`src/rtl/rtr_systolic_mc_pkg.sv`:
```
// sys_rtr_pkg: shared helpers for the rtr_systolic_mc multicast router.
package sys_rtr_pkg;
    function automatic logic [31:0] bcast_id(input int w);
        return (32'd1 << w) - 32'd1;
    endfunction
    function automatic logic [31:0] popcount(input logic [31:0] v);
        logic [31:0] n;
        n = '0;
        for (int i = 0; i < 32; i++) n = n + {31'd0, v[i]};
        return n;
    endfunction
endpackage

```
`src/rtl/rtr_systolic_mc_if.sv`:
```
// rtr_systolic_mc_if: router bus; slave = router side, master = driver/observer side.
interface rtr_systolic_mc_if #(
    parameter int I_WIDTH    = 8,
    parameter int P_WIDTH    = 20,
    parameter int CTRL_WIDTH = 9,
    parameter int ID_WIDTH   = 4,
    parameter int N_CH       = 2,
    parameter int CNT_WIDTH  = 16
);
    logic                     stall_in;
    logic                     cfg_we;
    logic [ID_WIDTH-1:0]      cfg_id;
    logic [CTRL_WIDTH-1:0]    global_ctrl_in, global_ctrl_out, local_ctrl_out;
    logic [N_CH*I_WIDTH-1:0]  global_iact_in, global_iact_out, local_iact_out;
    logic [N_CH*ID_WIDTH-1:0] global_iact_tag_in, global_iact_tag_out;
    logic [N_CH-1:0]          global_iact_vld_in, global_iact_vld_out, local_iact_vld_out;
    logic [P_WIDTH-1:0]       global_psum_in, local_psum_out, local_psum_in, global_psum_out;
    logic                     global_psum_vld_in, local_psum_vld_in, global_psum_vld_out;
    logic                     psum_collision;
    logic [CNT_WIDTH-1:0]     dlv_count;
    logic [ID_WIDTH-1:0]      my_id;
    modport slave (
        input  stall_in, cfg_we, cfg_id, global_ctrl_in, global_iact_in, global_iact_tag_in,
               global_iact_vld_in, global_psum_in, global_psum_vld_in, local_psum_in, local_psum_vld_in,
        output global_ctrl_out, local_ctrl_out, global_iact_out, local_iact_out, global_iact_tag_out,
               global_iact_vld_out, local_iact_vld_out, local_psum_out, global_psum_out,
               global_psum_vld_out, psum_collision, dlv_count, my_id
    );
    modport master (
        output stall_in, cfg_we, cfg_id, global_ctrl_in, global_iact_in, global_iact_tag_in,
               global_iact_vld_in, global_psum_in, global_psum_vld_in, local_psum_in, local_psum_vld_in,
        input  global_ctrl_out, local_ctrl_out, global_iact_out, local_iact_out, global_iact_tag_out,
               global_iact_vld_out, local_iact_vld_out, local_psum_out, global_psum_out,
               global_psum_vld_out, psum_collision, dlv_count, my_id
    );
endinterface

```
`src/rtl/rtr_systolic_mc_stall_pipe.sv`:
```
// rtr_stall_pipe: generic async-reset shift register that advances only when i_en is high.
module rtr_stall_pipe #(
    parameter int W     = 8,
    parameter int DEPTH = 1
) (
    input  logic         clk,
    input  logic         rst,
    input  logic         i_en,
    input  logic [W-1:0] i_d,
    output logic [W-1:0] o_q
);
    logic [W-1:0] r_stage [DEPTH];
    always_ff @(posedge clk or posedge rst) begin
        if (rst) begin
            for (int i = 0; i < DEPTH; i++) r_stage[i] <= '0;
        end else if (i_en) begin
            r_stage[0] <= i_d;
            for (int i = 1; i < DEPTH; i++) r_stage[i] <= r_stage[i-1];
        end
    end
    assign o_q = r_stage[DEPTH-1];
endmodule

```
`src/rtl/rtr_systolic_mc.sv`:
```
// rtr_systolic_mc: multicast router for one systolic PE slot (forward pipe, tag delivery, psum merge).
// Define RTR_PSUM_REG_EN to register the merged psum output.
module rtr_systolic_mc
    import sys_rtr_pkg::*;
#(
    parameter int I_WIDTH    = 8,
    parameter int P_WIDTH    = 20,
    parameter int CTRL_WIDTH = 9,
    parameter int ID_WIDTH   = 4,
    parameter int N_CH       = 2,
    parameter int FWD_DEPTH  = 1,
    parameter int CNT_WIDTH  = 16
) (
    input logic               clk,
    input logic               rst,
    rtr_systolic_mc_if.slave  bus
);
    localparam logic [ID_WIDTH-1:0] BCAST = ID_WIDTH'(bcast_id(ID_WIDTH));

    typedef struct packed {
        logic [CTRL_WIDTH-1:0]    ctrl;
        logic [N_CH*I_WIDTH-1:0]  iact;
        logic [N_CH*ID_WIDTH-1:0] tag;
        logic [N_CH-1:0]          vld;
    } fwd_stage_t;

    fwd_stage_t           w_fwd_in, w_fwd_out;
    logic                 w_adv;
    logic [N_CH-1:0]      w_dlv;
    logic [CNT_WIDTH:0]   w_cnt_sum;
    logic [P_WIDTH-1:0]   w_psum;
    logic                 w_pvld;
    logic [ID_WIDTH-1:0]  r_id;
    logic [CNT_WIDTH-1:0] r_cnt;
    logic                 r_col;

    assign w_adv    = !bus.stall_in;
    assign w_fwd_in = '{ctrl: bus.global_ctrl_in, iact: bus.global_iact_in,
                        tag: bus.global_iact_tag_in, vld: bus.global_iact_vld_in};

    rtr_stall_pipe #(.W($bits(fwd_stage_t)), .DEPTH(FWD_DEPTH)) u_pipe (
        .clk  (clk),
        .rst  (rst),
        .i_en (w_adv),
        .i_d  (w_fwd_in),
        .o_q  (w_fwd_out)
    );

    assign bus.global_ctrl_out     = w_fwd_out.ctrl;
    assign bus.global_iact_out     = w_fwd_out.iact;
    assign bus.global_iact_tag_out = w_fwd_out.tag;
    assign bus.global_iact_vld_out = w_fwd_out.vld;
    assign bus.local_ctrl_out      = bus.global_ctrl_in;
    assign bus.local_iact_out      = bus.global_iact_in;
    assign bus.local_psum_out      = bus.global_psum_in;

    for (genvar c = 0; c < N_CH; c++) begin : g_ch
        logic [ID_WIDTH-1:0] w_tag;
        assign w_tag    = bus.global_iact_tag_in[c*ID_WIDTH +: ID_WIDTH];
        assign w_dlv[c] = bus.global_iact_vld_in[c] & w_adv & (w_tag == r_id | w_tag == BCAST);
    end

    assign bus.local_iact_vld_out = w_dlv;
    assign w_cnt_sum = {1'b0, r_cnt} + (CNT_WIDTH+1)'(popcount(32'(w_dlv)));

    always_ff @(posedge clk or posedge rst) begin
        if (rst) begin
            r_id  <= '0;
            r_cnt <= '0;
            r_col <= 1'b0;
        end else begin
            if (bus.cfg_we && bus.cfg_id != BCAST) r_id <= bus.cfg_id;
            r_cnt <= w_cnt_sum[CNT_WIDTH] ? '1 : w_cnt_sum[CNT_WIDTH-1:0];
            // a config write acknowledges the collision flag and takes priority over a new hit
            if (bus.cfg_we) r_col <= 1'b0;
            else if (w_adv && bus.local_psum_vld_in && bus.global_psum_vld_in) r_col <= 1'b1;
        end
    end

    assign bus.my_id          = r_id;
    assign bus.dlv_count      = r_cnt;
    assign bus.psum_collision = r_col;
    assign w_psum = bus.local_psum_vld_in ? bus.local_psum_in : bus.global_psum_in;
    assign w_pvld = bus.local_psum_vld_in | bus.global_psum_vld_in;

`ifdef RTR_PSUM_REG_EN
    logic [P_WIDTH-1:0] r_psum;
    logic               r_pvld;
    always_ff @(posedge clk or posedge rst) begin
        if (rst) begin
            r_psum <= '0;
            r_pvld <= 1'b0;
        end else if (w_adv) begin
            r_psum <= w_psum;
            r_pvld <= w_pvld;
        end
    end
    assign bus.global_psum_out     = r_psum;
    assign bus.global_psum_vld_out = r_pvld;
`else
    assign bus.global_psum_out     = w_psum;
    assign bus.global_psum_vld_out = w_pvld;
`endif
endmodule

```
`src/flat_wrapper.sv`:
```
// flat-port wrapper written by rule: the top's interface ports become plain ports
module rtr_systolic_mc_flat import sys_rtr_pkg::*;
#(
    parameter int I_WIDTH    = 8,
    parameter int P_WIDTH    = 20,
    parameter int CTRL_WIDTH = 9,
    parameter int ID_WIDTH   = 4,
    parameter int N_CH       = 2,
    parameter int FWD_DEPTH  = 1,
    parameter int CNT_WIDTH  = 16
)
  (clk, rst, bus_stall_in, bus_cfg_we, bus_cfg_id, bus_global_ctrl_in, bus_global_iact_in, bus_global_iact_tag_in, bus_global_iact_vld_in, bus_global_psum_in, bus_global_psum_vld_in, bus_local_psum_in, bus_local_psum_vld_in, bus_global_ctrl_out, bus_local_ctrl_out, bus_global_iact_out, bus_local_iact_out, bus_global_iact_tag_out, bus_global_iact_vld_out, bus_local_iact_vld_out, bus_local_psum_out, bus_global_psum_out, bus_global_psum_vld_out, bus_psum_collision, bus_dlv_count, bus_my_id);
  rtr_systolic_mc_if #(.I_WIDTH(I_WIDTH), .P_WIDTH(P_WIDTH), .CTRL_WIDTH(CTRL_WIDTH), .ID_WIDTH(ID_WIDTH), .N_CH(N_CH), .CNT_WIDTH(CNT_WIDTH)) bus_i ();
  input logic clk;
  input logic rst;
  input wire logic [$bits(bus_i.stall_in)-1:0] bus_stall_in;
  input wire logic [$bits(bus_i.cfg_we)-1:0] bus_cfg_we;
  input wire logic [$bits(bus_i.cfg_id)-1:0] bus_cfg_id;
  input wire logic [$bits(bus_i.global_ctrl_in)-1:0] bus_global_ctrl_in;
  input wire logic [$bits(bus_i.global_iact_in)-1:0] bus_global_iact_in;
  input wire logic [$bits(bus_i.global_iact_tag_in)-1:0] bus_global_iact_tag_in;
  input wire logic [$bits(bus_i.global_iact_vld_in)-1:0] bus_global_iact_vld_in;
  input wire logic [$bits(bus_i.global_psum_in)-1:0] bus_global_psum_in;
  input wire logic [$bits(bus_i.global_psum_vld_in)-1:0] bus_global_psum_vld_in;
  input wire logic [$bits(bus_i.local_psum_in)-1:0] bus_local_psum_in;
  input wire logic [$bits(bus_i.local_psum_vld_in)-1:0] bus_local_psum_vld_in;
  output wire logic [$bits(bus_i.global_ctrl_out)-1:0] bus_global_ctrl_out;
  output wire logic [$bits(bus_i.local_ctrl_out)-1:0] bus_local_ctrl_out;
  output wire logic [$bits(bus_i.global_iact_out)-1:0] bus_global_iact_out;
  output wire logic [$bits(bus_i.local_iact_out)-1:0] bus_local_iact_out;
  output wire logic [$bits(bus_i.global_iact_tag_out)-1:0] bus_global_iact_tag_out;
  output wire logic [$bits(bus_i.global_iact_vld_out)-1:0] bus_global_iact_vld_out;
  output wire logic [$bits(bus_i.local_iact_vld_out)-1:0] bus_local_iact_vld_out;
  output wire logic [$bits(bus_i.local_psum_out)-1:0] bus_local_psum_out;
  output wire logic [$bits(bus_i.global_psum_out)-1:0] bus_global_psum_out;
  output wire logic [$bits(bus_i.global_psum_vld_out)-1:0] bus_global_psum_vld_out;
  output wire logic [$bits(bus_i.psum_collision)-1:0] bus_psum_collision;
  output wire logic [$bits(bus_i.dlv_count)-1:0] bus_dlv_count;
  output wire logic [$bits(bus_i.my_id)-1:0] bus_my_id;
  assign bus_i.stall_in = bus_stall_in;
  assign bus_i.cfg_we = bus_cfg_we;
  assign bus_i.cfg_id = bus_cfg_id;
  assign bus_i.global_ctrl_in = bus_global_ctrl_in;
  assign bus_i.global_iact_in = bus_global_iact_in;
  assign bus_i.global_iact_tag_in = bus_global_iact_tag_in;
  assign bus_i.global_iact_vld_in = bus_global_iact_vld_in;
  assign bus_i.global_psum_in = bus_global_psum_in;
  assign bus_i.global_psum_vld_in = bus_global_psum_vld_in;
  assign bus_i.local_psum_in = bus_local_psum_in;
  assign bus_i.local_psum_vld_in = bus_local_psum_vld_in;
  assign bus_global_ctrl_out = bus_i.global_ctrl_out;
  assign bus_local_ctrl_out = bus_i.local_ctrl_out;
  assign bus_global_iact_out = bus_i.global_iact_out;
  assign bus_local_iact_out = bus_i.local_iact_out;
  assign bus_global_iact_tag_out = bus_i.global_iact_tag_out;
  assign bus_global_iact_vld_out = bus_i.global_iact_vld_out;
  assign bus_local_iact_vld_out = bus_i.local_iact_vld_out;
  assign bus_local_psum_out = bus_i.local_psum_out;
  assign bus_global_psum_out = bus_i.global_psum_out;
  assign bus_global_psum_vld_out = bus_i.global_psum_vld_out;
  assign bus_psum_collision = bus_i.psum_collision;
  assign bus_dlv_count = bus_i.dlv_count;
  assign bus_my_id = bus_i.my_id;
  rtr_systolic_mc #(.I_WIDTH(I_WIDTH), .P_WIDTH(P_WIDTH), .CTRL_WIDTH(CTRL_WIDTH), .ID_WIDTH(ID_WIDTH), .N_CH(N_CH), .FWD_DEPTH(FWD_DEPTH), .CNT_WIDTH(CNT_WIDTH)) u_core (.clk(clk), .rst(rst), .bus(bus_i));
endmodule
```
`config.mk`:
```
export PLATFORM = sky130hd
export DESIGN_NAME = rtr_systolic_mc_flat
export DESIGN_NICKNAME = d
export VERILOG_FILES = /design/src/rtl/rtr_systolic_mc_pkg.sv /design/src/rtl/rtr_systolic_mc_if.sv /design/src/rtl/rtr_systolic_mc_stall_pipe.sv /design/src/rtl/rtr_systolic_mc.sv /design/src/flat_wrapper.sv
export SDC_FILE = /design/constraint.sdc
export NUM_CORES = 1
export LEC_CHECK = 0
export CELL_PAD_IN_SITES_DETAIL_PLACEMENT = 0
export CELL_PAD_IN_SITES_GLOBAL_PLACEMENT = 1
export CORE_ASPECT_RATIO = 0.5
export CORE_MARGIN = 1.5
export CORE_UTILIZATION = 24
export DETAILED_ROUTE_END_ITERATION = 7
export MAX_ROUTING_LAYER = met4
export PLACE_DENSITY = 0.82
export SLEW_MARGIN = 5
export SYNTH_ARGS = -nofsm -noshare
export SYNTH_HDL_FRONTEND = slang
export SYNTH_HIERARCHICAL = 1
export SYNTH_SLANG_ARGS = --single-unit
```
`constraint.sdc`:
```
create_clock -name clk -period 2.7 [get_ports clk]
set_input_delay 0.54 -clock clk [delete_from_list [all_inputs] [get_ports clk]]
set_output_delay 0.54 -clock clk [all_outputs]
set_load 0.1 [all_outputs]
```
==> qor.yml <==
clk_latency_ns: 0.29
drive_gt1_share_pct: 52.9
drv_cap: 0
ys_types: 38
p_per_area_nw_per_um2: 599
synth-main-ff-cell: "dfrtp_1"
critPathMaxFanout: 6
cts.hold.buffers_added: 0
grt_overflow: 0
cts-root-buf: "clkbuf_16"
endpoint_kind: "flip-flop"
slew_violations: 0
reg2reg_slack_ns: -0.05
layout_commonest_cell: "buf_4"
dpl.hpwl_um: 7210
dieArea_um2: 14200
ys_ff_latch: 56
drtAntennaViolNets: 0
critical_path.startpoint: "u_core/bus.my_id[0]"
setup-violations-final: 11
clock.fmax_mhz: 363
syn_to_final_growth_pct: 88.8
stdcell_area_um2: 6110
grt_pass1_wl_um: 14300
synth_fp_nets: 353
drtIter0Drc: 84
wl_per_cell_um: 14.3
synth_warnings: 6
leakagePower_uw: 0.00285
cp.arrival_ns: 2.98
dp_slack_ns: -0.657
layout_common_cells: "79 x buf_4, 76 x clkdlybuf4s50_1, 68 x buf_12, 52 x dfrtp_1, 31 x mux2_4"
period_share_pct: 102
cts_sinks: 56
drc: 0
portBuffers: 208
violations: "setup timing"
hold_class: "input pin to async pin"
synth_area_um2: 3240
crit_type: "flip-flop to flip-flop"
clk_pin_slew_ns: 0.07
nets: 541
syn_inst: 266
reg2reg_from: "u_core/bus.my_id[0]"
fin_hold_ws_ns: 0.466
gp_routability_congestion: 0.803
drt_pre_antenna_iters: 4
skew_ns: 0.00120
synth-edff-count: 0
vdd_drop_max_mv: 0.253
required_ns: 2.93
critPathLaunchType: "flip-flop"
fp.dieH_um: 85.1
antenna_found_initial: 0
die_x_um: 167
numCtsBuffers: 5
grt_max_degree: 38
finalWirelength_um: 8930
cts_tree: "built"
outcome: "finished with violations"
fp.coreArea_um2: 12900
start_util_pct: 25.1
critPathCapture: "u_core/bus.dlv_count[4]"
cts_htree_levels: 2
finalHoldViolCount: 0
worstMarginPinSlew_ns: 0.526
syn_avg_cell_area_um2: 12.2
ys_async_sr_fraction_pct: 100
ys_seq_area_share_pct: 43.3
rsz0062_at_grt: "yes"
n_antenna_cell: 0
dpl-instance-area_um2: 5890
rr_endpoint: "u_core/bus.dlv_count[4]"
nFillCells: 1143
rr_worst_depth: 10
fin_crit_ns: 2.75
max-clock-path-buffers: 2
grt_pass1_vias: 2833
routed-via-count: 2691
track_usage_pct: 12.8
ios: 209
rows: 29
relSlewSlack_pct: 64.9
setup_slack_ns: -0.0529
viasPerCell: 4.31
==> how the worst min path moves through the flow <==
stage | from | to | slack, ns | cells past startpoint
2_1_floorplan | rst | u_core/bus.dlv_count[0] | 0.52 | 1
3_3_place_gp | u_core/bus.psum_collision | u_core/bus.psum_collision | 0.48 | 2
3_5_place_dp | u_core/bus.psum_collision | u_core/bus.psum_collision | 0.49 | 2
4_1_cts | rst | u_core/u_pipe/o_q[1] | 0.46 | 2
5_1_grt | rst | u_core/u_pipe/o_q[1] | 0.49 | 2
6_report | rst | u_core/u_pipe/o_q[1] | 0.47 | 2
==> sequential cells by signal (all words and copies together) (netlist names) <==
register                   cells
u_core/bus.dlv_count          16
u_core/bus.psum_collision      1
u_core/u_pipe/o_q             35
u_core/bus.my_id               4
==> synth_stat cells, types with 2 or more instances <==
master    instances  area (um^2)
buf_1             2         7.51
nor2_1            2         7.51
o21ai_0           3         15.0
nand2b_1          2         12.5
nand4b_1          2         17.5
a21oi_1           9         45.0
mux2_4           30          450
or3_1             2         12.5
dfrtp_1          56         1400
nand2_1           7         26.3
xor2_1            9         78.8
buf_6             2         22.5
o21ai_2           2         17.5
mux2_2           27          304
o31ai_1           3         22.5
a31oi_1           2         12.5
nand4_1           3         18.8
and3_1            3         18.8
or4_1             6         45.0
buf_12            3         60.1
nand3_1          16         80.1
o41ai_1           4         35.0
buf_4            46          345
inv_1            11         41.3
==> worst max-delay path: stages, from the launching register on <==
cell,delay (ns)
dfrtp_4,0.50
xor2_1,0.16
o41ai_2,0.40
nand3_1,0.17
fa_2,0.43
inv_2,0.08
ha_4,0.14
nand3_4,0.10
buf_6,0.14
or4_4,0.47
nand2_1,0.09
==> cell families (layout without fill, tap and decap cells) <==
group / count (synthesis) / after routing / synth area share (%)
xor+xnor: 10 / 10 / 2.71
flops: 56 / 56 / 43.3
buf+inv: 66 / 253 / 15.0
fa+ha+maj: 2 / 2 / 1.00
mux: 57 / 57 / 23.3
compound gates: 24 / 24 / 4.83
simple gates: 51 / 52 / 9.86
==> routing by layer <==
| layer | vias to the layer above | wire (um) | global-route usage [%] | share of wire, % |
|---|---|---|---|---|
| met5 | - | 0 | - | 0 |
| met4 | 0 | 146 | 4.10 | 1.6 |
| met3 | 12 | 427 | 2.15 | 4.8 |
| met2 | 104 | 4730 | 22.9 | 53 |
| met1 | 1302 | 3620 | 14.9 | 41 |
| li1 | 1273 | - | - | - |
==> stage by stage <==
stage	power [uW]	cells	setup TNS (ns)	util, %
detailed placement	3010	614	-9.38	45.6
CTS	3710	623	-1.19	47.0
floorplan	2400	266	-1.59	-
finish	3660	624	-0.410	47.3
global placement	3000	614	-8.85	45.6
global route	3790	624	-2.21	47.3
==> layout make-up <==
cell class | count | area (um^2) | share of cell area, %
Tap cell | 170 | 213 | 3.48
Inverter | 11 | 41.3 | 0.676
Timing Repair Buffer | 235 | 2830 | 46.4
Multi-Input combinational cell | 145 | 1460 | 23.8
Clock buffer | 7 | 153 | 2.50
Sequential cell | 56 | 1420 | 23.2
==> power breakdown <==
part,internal [uW],leakage (uW),switching (uW)
clock network,390,0.0000760,281
registers,932,0.000682,95.7
logic,608,0.00210,1360
total,1930,0.00285,1730
==> repair_timing <==
action	in CTS	in global routing
pin swaps	9	6
resized for setup	11	8
gates cloned	1	0
endpoints found under the setup margin	16	18
buffers inserted	1	1
Power figures use the tool's default switching activity.
==> RTL change 1: new RTL, same flow settings <==
`CTRL_WIDTH` is set to 9 in 3 places; all go to 11.
--- a/src/rtl/rtr_systolic_mc_if.sv
+++ b/src/rtl/rtr_systolic_mc_if.sv
@@ -3,5 +3,5 @@
     parameter int I_WIDTH    = 8,
     parameter int P_WIDTH    = 20,
-    parameter int CTRL_WIDTH = 9,
+    parameter int CTRL_WIDTH = 11,
     parameter int ID_WIDTH   = 4,
     parameter int N_CH       = 2,
--- a/src/rtl/rtr_systolic_mc.sv
+++ b/src/rtl/rtr_systolic_mc.sv
@@ -6,5 +6,5 @@
     parameter int I_WIDTH    = 8,
     parameter int P_WIDTH    = 20,
-    parameter int CTRL_WIDTH = 9,
+    parameter int CTRL_WIDTH = 11,
     parameter int ID_WIDTH   = 4,
     parameter int N_CH       = 2,
--- a/src/flat_wrapper.sv
+++ b/src/flat_wrapper.sv
@@ -4,5 +4,5 @@
     parameter int I_WIDTH    = 8,
     parameter int P_WIDTH    = 20,
-    parameter int CTRL_WIDTH = 9,
+    parameter int CTRL_WIDTH = 11,
     parameter int ID_WIDTH   = 4,
     parameter int N_CH       = 2,
Interface: changed (resized bus_global_ctrl_in, bus_global_ctrl_out and bus_local_ctrl_out); port bits go from 209 to 215. The function was not compared with the original's and may differ.
==> RTL change 1 against the original RTL <==
  * The run still ends with setup timing left
  * Wire length increased by 17%
  * First-iteration DRC count increased by 9.5%
  * Design area increased by 7.2%
  * Setup slack got worse by 0.053 ns
  * Area after synthesis increased by 2.7%
  * Sequential cell count increased by 2
  * Critical path type unchanged
  * Global-route usage increased by 2.0 points
  * Clock power increased by 82%
  * Total power increased by 18%
==> RTL change 1: results (changes against the original RTL) <==
----------------------------------------------------
[Final layout]
  Max FFs per register ... 37 (was 35)
  Share of layout cells above drive strength 1 ... 0.564 (was 0.529)
  Layout net count ... 557 (was 541)

[CTS]
  H-tree depth ... 3 (was 2)
  Clock slew at the register clock pins of the worst setup and hold paths ... 0.05 ns (was 0.07 ns)
  Post-CTS Setup Repair Bufs ... 5 (was 1)
  PostCTS Resize Cnt ... 26 (was 11)

[Placed design]
  HPWL after DPL ... 8.10 mm (was 7.21 mm)
  DP Worst Slack ... -0.674 ns (was -0.657 ns)

[Setup path]
  RR Endpoint ... u_core/bus.dlv_count[14] (was u_core/bus.dlv_count[4])
  Category of cells accounting for the largest share of critical-path delay ... adder cells (was simple AND/OR/NAND/NOR gates)

[Synthesis]
  Synth Area in Adders ... 0.00979 (was 0.0101)
  Syn_nets ... 361 (was 353)
  Synthesized area per cell ... 12.2 µm² (about the same)
  Commonest cells post-synth ... 58 x sky130_fd_sc_hd__dfrtp_1, 48 x sky130_fd_sc_hd__buf_4, 30 x sky130_fd_sc_hd__mux2_4 (was 56 x sky130_fd_sc_hd__dfrtp_1, 46 x sky130_fd_sc_hd__buf_4, 30 x sky130_fd_sc_hd__mux2_4)

[Outcome]
  Status ... finished, violations left (unchanged)
  Violated checks ... setup timing (unchanged)

[STA]
  Setup Total Neg Slack ... -0.774 ns (was -0.410 ns)
  Final count of negative-setup-slack endpoints ... 11 (unchanged)
  Final critical-path setup slack ... -0.106 ns (was -0.0529 ns)

[Pwr]
  Total leakage power ... 3.05 nW (was 2.85 nW)
  Power consumed by the clock network ... 1.22 mW (was 0.671 mW)

[Global route]
  All-Layer GR Usage ... 0.148 (was 0.128)
  Met3 track demand over resource in global routing ... 0.0361 (was 0.0215)

[Routing]
  Overall via count from detail_route ... 2863 (was 2691)
  Post-route met1 wirelength ... 4.10 mm (was 3.62 mm)

----------------------------------------------------
-- RTL change 1: layout make-up --
cell class | count | area [µm²]
tap | 192 | 240
timing repair buffer | 241 | 2930
multi-input combinational | 147 | 1560
clock inverter | 5 | 77.6
fill | 1185 | 7000
clock buffer | 11 | 243
sequential | 58 | 1470
inverter | 11 | 41.3
-- RTL change 1: worst max-delay path by stage --
stage,endpoint,from,slack (ns)
floorplan,u_core/bus.dlv_count[14],u_core/bus.my_id[2],-0.23
global placement,u_core/bus.dlv_count[1],bus_global_iact_tag_in[1],-0.68
detailed placement,u_core/bus.dlv_count[1],bus_global_iact_tag_in[4],-0.67
CTS,u_core/bus.dlv_count[1],u_core/bus.my_id[3],-0.18
global route,u_core/bus.dlv_count[14],u_core/bus.my_id[0],-0.22
finish,u_core/bus.dlv_count[14],u_core/bus.my_id[0],-0.11
==> RTL change 2: new RTL, same flow settings <==
Made on the original files. The option `RTR_PSUM_REG_EN` is turned on by a define.
--- a/src/rtl/rtr_systolic_mc.sv
+++ b/src/rtl/rtr_systolic_mc.sv
@@ -1,4 +1,6 @@
 // rtr_systolic_mc: multicast router for one systolic PE slot (forward pipe, tag delivery, psum merge).
 // Define RTR_PSUM_REG_EN to register the merged psum output.
+`define RTR_PSUM_REG_EN
+
 module rtr_systolic_mc
     import sys_rtr_pkg::*;
Check against the original RTL: not equivalent (Yosys sat finds a counterexample within 4 cycles, from zero or initial values and one cycle with rst high).
==> RTL change 2 against the original RTL <==
  * Sequential cell count up 21
  * Critical path depth unchanged
  * Highest routed layer unchanged
  * Total power up 27%
  * Global-route usage up 1.3 points
  * Wire length up 31%
  * Design area up 12%
  * The flow still finishes with violations (setup timing)
  * Area after synthesis up 21%
  * Non-clock buffer count up 3
  * Setup slack better by 0.017 ns
==> RTL change 2: results (changes against the original RTL) <==
----------------------------------------------------
[Global route]
  First-pass GRT wire length ... 18.2 mm (was 14.3 mm)
  Pin count of the biggest net entering global routing ... 40 (was 38)
  Via count of the first global-routing pass ... 3282 (was 2833)
  All-Layer GR Usage ... 0.141 (was 0.128)

[Synthesis]
  Synth cell types ... 35 (was 38)
  Sequential fraction of the synthesis area ... 0.491 (was 0.433)

[Placed design]
  HPWL after DPL ... 8.75 mm (was 7.21 mm)
  Weighted congestion reported at the end of routability-driven placement ... 0.770 (was 0.803)

[Outcome]
  Status ... finished, violations left (unchanged)
  Violated checks ... setup timing (unchanged)

[CTS]
  Clock network latency to the later pin of the worst-skew pair ... 0.34 ns (was 0.29 ns)
  Post-CTS Setup Repair Bufs ... 12 (was 1)
  Inserted Clock Buffers ... 9 (was 5)
  H-tree depth ... 3 (was 2)

[STA]
  Relative max-transition margin ... 0.636 (was 0.649)
  Final critical-path setup slack ... -0.0359 ns (was -0.0529 ns)
  Final count of negative-setup-slack endpoints ... 7 (was 11)
  Worst Clk Skew ... 0.00444 ns (was 0.00120 ns)

[Min path]
  Class of the worst hold path ... flop to flop (was primary input to async pin)

[Final layout]
  Layout net count ... 611 (was 541)
  Post-Layout Inst Area ... 0.00682 mm² (was 0.00611 mm²)
  Filler instances ... 1508 (was 1143)
  Share of layout cells above drive strength 1 ... 0.457 (was 0.529)

[Setup path]
  Data arrival at the endpoint of the critical path ... 3.01 ns (was 2.98 ns)

[Pwr]
  Internal power consumption ... 2.57 mW (was 1.93 mW)
  Logic gate share of total power ... 0.436 (was 0.536)
  Total leakage power ... 3.23 nW (was 2.85 nW)
  Power consumed by the clock network ... 1.23 mW (was 0.671 mW)

[Routing]
  Iteration-0 DRC Markers ... 87 (was 84)

----------------------------------------------------
-- RTL change 2: cell count changes after synthesis, sizes merged, moves of 7 or more --
| cell | before | now |
|---|---|---|
| o21ai | 5 | 26 |
| clkbuf | 1 | 8 |
| mux2 | 57 | 37 |
| nand2 | 7 | 28 |
| dfrtp | 56 | 77 |
| mux2i | 0 | 20 |
-- RTL change 2: layer usage --
layer	part of all wire	vias to the layer above	GRT usage
li1	-	1507	-
met1	0.39	1578	0.151
met2	0.55	71	0.262
met3	0.046	10	0.0393
met4	0.012	0	0.0335
met5	0	-	-
-- RTL change 2: cells by family (layout without fill, tap and decap cells) --
family,Yosys count,after routing,share of synthesized area
AO/OA/AOI/OAI,45,45,0.0656
XOR/XNOR,10,10,0.0223
adder cells (fa/ha/maj),2,2,0.00829
buffers and inverters,72,265,0.129
flip-flops,77,77,0.491
multiplexers,57,57,0.186
AND/OR/NAND/NOR,72,73,0.0982
-- RTL change 2: path summary, 6_finish.rpt --
kind                                                start                        endpoint  slack [ns]  cells past startpoint
setup / recovery                      u_core/bus.my_id[3]         u_core/bus.dlv_count[2]       -0.04                     10
hold / removal             u_core/bus.global_psum_out[11]  u_core/bus.global_psum_out[11]        0.48                      2
min in group asynchronous                             rst  u_core/bus.global_psum_out[18]        0.60                      2
hold reg to reg            u_core/bus.global_psum_out[11]  u_core/bus.global_psum_out[11]        0.48                      2
setup reg to reg                      u_core/bus.my_id[3]         u_core/bus.dlv_count[2]       -0.04                     10
max in group asynchronous                             rst   u_core/bus.global_psum_out[0]        1.46                      3
-- RTL change 2: stage by stage --
stage                     worst slack, ns  instances  setup TNS [ns]
after floorplan                    -0.152        335           -1.16
after global placement             -0.624        723           -9.44
after detailed placement           -0.651        723           -9.42
after CTS                         -0.0898        752           -1.12
after global routing               -0.154        750           -1.57
final                             -0.0359        750          -0.213
-- RTL change 2: worst max-delay path, cell delays in order, from the launching register on --
cell and delay (ns):
sky130_fd_sc_hd__dfrtp_4 0.52, sky130_fd_sc_hd__xor2_2 0.16, sky130_fd_sc_hd__o41ai_2 0.38, sky130_fd_sc_hd__nand3_1 0.16, sky130_fd_sc_hd__fa_2 0.39, sky130_fd_sc_hd__inv_2 0.08
sky130_fd_sc_hd__ha_4 0.14, sky130_fd_sc_hd__nand3_4 0.12, sky130_fd_sc_hd__buf_6 0.15, sky130_fd_sc_hd__or4_4 0.49, sky130_fd_sc_hd__nand2_1 0.09
-- RTL change 2: final cells by class --
class / count / area share
repair buffers: 238 / 0.381
clock buffers: 9 / 0.0330
clock inverters: 7 / 0.0108
multi-input cells: 187 / 0.243
flip-flops and latches: 77 / 0.285
inverters: 11 / 0.00606
well taps: 221 / 0.0406
